`src/rtl/seven_segment_counter_mux.sv`:
```
// Prescaled BCD up/down counter with a time-multiplexed seven-segment driver.
// One tick per prescaler terminal count steps the BCD value; a free-running scan walks the digits.
module seven_segment_counter_mux #(
  parameter int unsigned DIGITS         = 4,
  parameter int unsigned COMPARE_W      = 24,
  parameter int unsigned COMPARE_RESET  = 10_000_000,
  parameter int unsigned SCAN_DIV       = 1000,
  parameter bit          SEG_ACTIVE_LOW = 1'b0
) (
  input  logic                  clk,
  input  logic                  reset_n,
  input  logic [COMPARE_W-1:0]  compare_in,
  input  logic                  update_compare,
  input  logic                  enable,
  input  logic                  count_down,
  input  logic                  clear,
  output logic [6:0]            led_out,
  output logic [DIGITS-1:0]     digit_en,
  output logic                  tick,
  output logic [4*DIGITS-1:0]   value_out
);

  localparam int unsigned VALUE_W = 4 * DIGITS;
  localparam int unsigned SCAN_W  = (SCAN_DIV > 1) ? $clog2(SCAN_DIV) : 1;
  localparam int unsigned IDX_W   = (DIGITS > 1) ? $clog2(DIGITS) : 1;

  logic [COMPARE_W-1:0] r_compare;
  logic [COMPARE_W-1:0] r_presc;
  logic [VALUE_W-1:0]   r_value;
  logic [VALUE_W-1:0]   w_value_nxt;
  logic                 r_tick;
  logic                 w_hit;
  logic                 w_carry;
  logic [SCAN_W-1:0]    r_scan_cnt;
  logic [IDX_W-1:0]     r_index;
  logic                 w_scan_wrap;
  logic [3:0]           w_digit;
  logic [DIGITS-1:0]    w_digit_sel;
  logic [6:0]           w_seg;

  // >= rather than == so a compare lowered below the prescaler still terminates next cycle
  assign w_hit = enable && (r_presc >= r_compare);

  always_ff @(posedge clk or negedge reset_n) begin
    if (!reset_n) begin
      r_compare <= COMPARE_W'(COMPARE_RESET);
    end else if (update_compare) begin
      r_compare <= compare_in;
    end
  end

  // clear wins over a coincident terminal count
  always_ff @(posedge clk or negedge reset_n) begin
    if (!reset_n) begin
      r_presc <= '0;
      r_tick  <= 1'b0;
      r_value <= '0;
    end else if (clear) begin
      r_presc <= '0;
      r_tick  <= 1'b0;
      r_value <= '0;
    end else begin
      r_tick <= w_hit;
      if (w_hit) begin
        r_presc <= '0;
        r_value <= w_value_nxt;
      end else if (enable) begin
        r_presc <= r_presc + COMPARE_W'(1);
      end
    end
  end

  // Ripple carry/borrow through the BCD digits
  always_comb begin
    w_value_nxt = r_value;
    w_carry     = 1'b1;
    for (int i = 0; i < int'(DIGITS); i++) begin
      if (w_carry) begin
        if (count_down) begin
          if (r_value[4*i +: 4] == 4'd0) begin
            w_value_nxt[4*i +: 4] = 4'd9;
          end else begin
            w_value_nxt[4*i +: 4] = r_value[4*i +: 4] - 4'd1;
            w_carry               = 1'b0;
          end
        end else begin
          if (r_value[4*i +: 4] >= 4'd9) begin
            w_value_nxt[4*i +: 4] = 4'd0;
          end else begin
            w_value_nxt[4*i +: 4] = r_value[4*i +: 4] + 4'd1;
            w_carry               = 1'b0;
          end
        end
      end
    end
  end

  assign w_scan_wrap = (r_scan_cnt == SCAN_W'(SCAN_DIV - 1));

  always_ff @(posedge clk or negedge reset_n) begin
    if (!reset_n) begin
      r_scan_cnt <= '0;
      r_index    <= '0;
    end else if (w_scan_wrap) begin
      r_scan_cnt <= '0;
      r_index    <= (r_index == IDX_W'(DIGITS - 1)) ? '0 : r_index + IDX_W'(1);
    end else begin
      r_scan_cnt <= r_scan_cnt + SCAN_W'(1);
    end
  end

  // Select the scanned digit and its enable line
  always_comb begin
    w_digit     = 4'd0;
    w_digit_sel = '0;
    for (int i = 0; i < int'(DIGITS); i++) begin
      if (r_index == IDX_W'(i)) begin
        w_digit        = r_value[4*i +: 4];
        w_digit_sel[i] = 1'b1;
      end
    end
  end

  always_comb begin
    w_seg = 7'h00;
    case (w_digit)
      4'd0:    w_seg = 7'h3F;
      4'd1:    w_seg = 7'h06;
      4'd2:    w_seg = 7'h5B;
      4'd3:    w_seg = 7'h4F;
      4'd4:    w_seg = 7'h66;
      4'd5:    w_seg = 7'h6D;
      4'd6:    w_seg = 7'h7D;
      4'd7:    w_seg = 7'h07;
      4'd8:    w_seg = 7'h7F;
      4'd9:    w_seg = 7'h6F;
      default: w_seg = 7'h00;
    endcase
  end

  assign led_out   = SEG_ACTIVE_LOW ? ~w_seg : w_seg;
  assign digit_en  = SEG_ACTIVE_LOW ? ~w_digit_sel : w_digit_sel;
  assign tick      = r_tick;
  assign value_out = r_value;

endmodule

```
`config.mk`:
```
export PLATFORM = sky130hd
export DESIGN_NAME = seven_segment_counter_mux
export DESIGN_NICKNAME = d
export VERILOG_FILES = /design/src/rtl/seven_segment_counter_mux.sv
export SDC_FILE = /design/constraint.sdc
export NUM_CORES = 1
export LEC_CHECK = 0
export CORE_MARGIN = 2
export CORE_UTILIZATION = 57
export CTS_CLUSTER_SIZE = 20
export DETAILED_ROUTE_END_ITERATION = 12
export PLACE_DENSITY = 0.81
export SETUP_SLACK_MARGIN = 0.2
export SLEW_MARGIN = 20
export SYNTH_ARGS = -nofsm -noshare
export SYNTH_HDL_FRONTEND = slang
export SYNTH_SLANG_ARGS = --single-unit
```
`constraint.sdc`:
```
create_clock -name clk -period 3.2 [get_ports clk]
set_clock_uncertainty 0.2 [all_clocks]
set_input_delay 0.32 -clock clk [delete_from_list [all_inputs] [get_ports clk]]
set_output_delay 0.32 -clock clk [all_outputs]
set_load 0.03 [all_outputs]
```
==> metrics.cfg <==
[floorplan]
die_h_um=98.43
die_area_mm2=0.009687
die-width_um=98.43
initial_core_util_pct=58.56
core_area_mm2=0.008678
rows=34
io_pins=58

[synthesis]
async_flop_share_pct=100.0
synth_seq_cells=77
yosys-top-cells-count=dfrtp_1, nand2_1, nor2_1, inv_1, ha_1
synth_area_leaders=dfrtp_1, ha_1, nand2_1
synthMostInstantiatedCell=dfrtp_1
ys_types=66
synthesis.area_mm2=0.005082
synth_cells=582
yosysTopAreaCell=dfrtp_1
synth_edf_count=0
synthFlopType=dfrtp_1
yosysSeqAreaShare_pct=38.11
synthesis.nets=661
ys_warn_count=0
avgSynthCellArea_um2=8.733
synth.top_cell.area_share_pct=33.97

[clock_network]
cts_root_buffer=clkbuf_8
cts_inserted_buffers=9
insertion_delay_ns=0.35
cts_max_level=3
cts_buffer_depth=2
cts_tree=yes
clkSinkCount=77
clkTransAtPathRegs_ns=0.09

[worst_setup_path]
critPathKind=reg -> out
cp_slowest_cell=dfrtp_1
crit_start=r_index[1]
end_kind=output pin
start_kind=register
cp_slowest_stage_delay_ns=0.42
required_ns=2.68
cp_max_fo=5
path_cells=inv_2 > ha_2 > nor2b_1 > a221oi_1 > o31a_1 > nor2b_2 > o21ai_1 > o21ai_0 > buf_2
r2r-start=r_compare[23]
cp.arrival_ns=2.38

[drt]
wl_per_cell_um=15.64
drt_pre_antenna_iters=5
avgViaCountPerCell=5.834
drc=0
drt_wl_total_mm=11.95
vias=4457
drtIter0Drc=240
ant_nets=0

[timing]
tightestPinTransition_ns=0.5083
rsz0062_at_grt=yes
period_minus_slack_ns=2.898
relSlewSlack_pct=66.04
hold_violations=0
fin_crit_sh_pct=90.56
fin_tns_setup_ns=0
setup_viol=0
max_freq_ghz=0.3451
report.final.slew_viol_count=0
worst_slack_ns=0.3020

[placement]
dp.cells=736
place.gp.congestion=0.8575
place_hpwl_mm=8.434
port_buffers=57
dp_slack_ns=0.03337

[global_routing]
grt_pass1_vias=4371
grt_pass1_wl_mm=20.29
grt.total_usage_pct=25.30
antenna_found_initial=0
grt_max_degree=78
overflow=0

[cells_and_area]
fin_nets=730
fillers=665
final_layout_size_suffix_gt1_share_pct=13.41
diodes=0
finalNonFillerCells=764
area.growth.synth_to_final_pct=21.42

[job]
maxCapViolations=0

[run_status]
status=complete, no violations

[worst_hold_path]
hold_path.class=in -> async

[pwr]
power_density_mw_per_mm2=332.3
ir_drop_mv=0.2788
p_leak_nw=2.713

## flip-flops by register name, summed over array words and instances, names as in the netlist
name        cells
value_out      16
r_compare      24
r_presc        24
r_index         2
r_scan_cnt     10
tick            1
## per-layer routing
metal  wire, um  global-route usage [%]
met4        203                   6.006
met3        689                   5.957
met5          0                       0
met2       6030                   43.49
met1       5022                   32.61
## layout by cell type (no fill, tap or decap), types with 3 or more instances in the layout
cell type,synthesis,final
a311oi_1,6,5
buf_4,1,25
inv_2,0,3
clkdlybuf4s50_1,0,49
a211oi_1,11,10
buf_2,6,3
dfrtp_1,69,68
mux2i_1,5,5
nor2b_1,7,6
nand2_1,63,63
nor2_1,58,58
o21ai_1,0,3
xnor2_1,13,13
ha_2,0,3
nand2b_1,6,6
and2_1,4,4
o211ai_1,4,4
nand4_1,8,8
and3_1,3,3
a21oi_1,30,28
xor2_1,16,16
clkbuf_8,0,10
nor3_1,8,8
o22ai_1,7,6
inv_1,52,49
nand3_1,23,23
nor3b_1,4,4
a31oi_1,6,6
dfstp_2,8,8
ha_1,49,44
o21ai_0,47,44
## where the power goes
group          internal, mW  total, mW  switching (mW)
sequential             1.01       1.02          0.0104
combinational        0.0845      0.200           0.115
clock                 0.463      0.832           0.370
## critical path, delay by kind of cell (launching register included)
| kind | cells | cell delay, ns |
|---|---|---|
| flops | 1 | 0.42 |
| fa+ha+maj | 1 | 0.20 |
| simple gates | 2 | 0.37 |
| compound gates | 4 | 0.75 |
| buf+inv | 2 | 0.29 |
## per-stage QoR
step	instance area, um^2	util (%)	power (mW)	hold WS, ns
2_1_floorplan	5082	-	1.140	-0.1756
3_3_place_gp	5789	66.71	1.224	0.2468
3_5_place_dp	5789	66.71	1.232	0.2527
4_1_cts	6038	69.58	2.059	0.2635
5_1_grt	6171	71.11	2.139	0.2927
6_report	6171	71.11	2.050	0.2592
## worst paths after layout
kind                                 end  slack, ns  cells past startpoint
hold / removal             r_compare[11]       0.26                      2
setup / recovery              led_out[0]       0.30                      9
max in group asynchronous  r_compare[20]       1.90                      3
setup reg to reg           value_out[14]       0.33                      9
hold reg to reg            r_scan_cnt[0]       0.26                      1
min in group clk           r_scan_cnt[0]       0.26                      1
## kinds of logic (layout without fill, tap and decap cells)
| group | Yosys count | after routing | synth area share [%] |
|---|---|---|---|
| mux | 8 | 8 | 1.871 |
| fa+ha+maj | 49 | 49 | 12.06 |
| compound gates | 138 | 138 | 17.16 |
| flops | 77 | 77 | 38.11 |
| simple gates | 204 | 204 | 19.89 |
| buf+inv | 77 | 151 | 5.908 |
| xor+xnor | 29 | 29 | 4.997 |
## area by class of cell
cell class | count | area, um^2 | area share [%]
Inverter | 53 | 198.9 | 3.224
Clock inverter | 5 | 81.33 | 1.318
Clock buffer | 11 | 141.4 | 2.291
Sequential cell | 77 | 1938 | 31.41
Timing Repair Buffer | 82 | 755.7 | 12.25
Multi-Input combinational cell | 428 | 2920 | 47.32
Tap cell | 108 | 135.1 | 2.190
## repair_timing
item | in CTS | in global routing
buffers inserted | 3 | 7
hold buffers | 1 | 0
hold endpoints to repair | 69 | 0
pin swaps | 1 | 3
endpoints found under the setup margin | 7 | 17
resized for setup | 27 | 20
No activity file was read; power rests on OpenSTA's default activity.
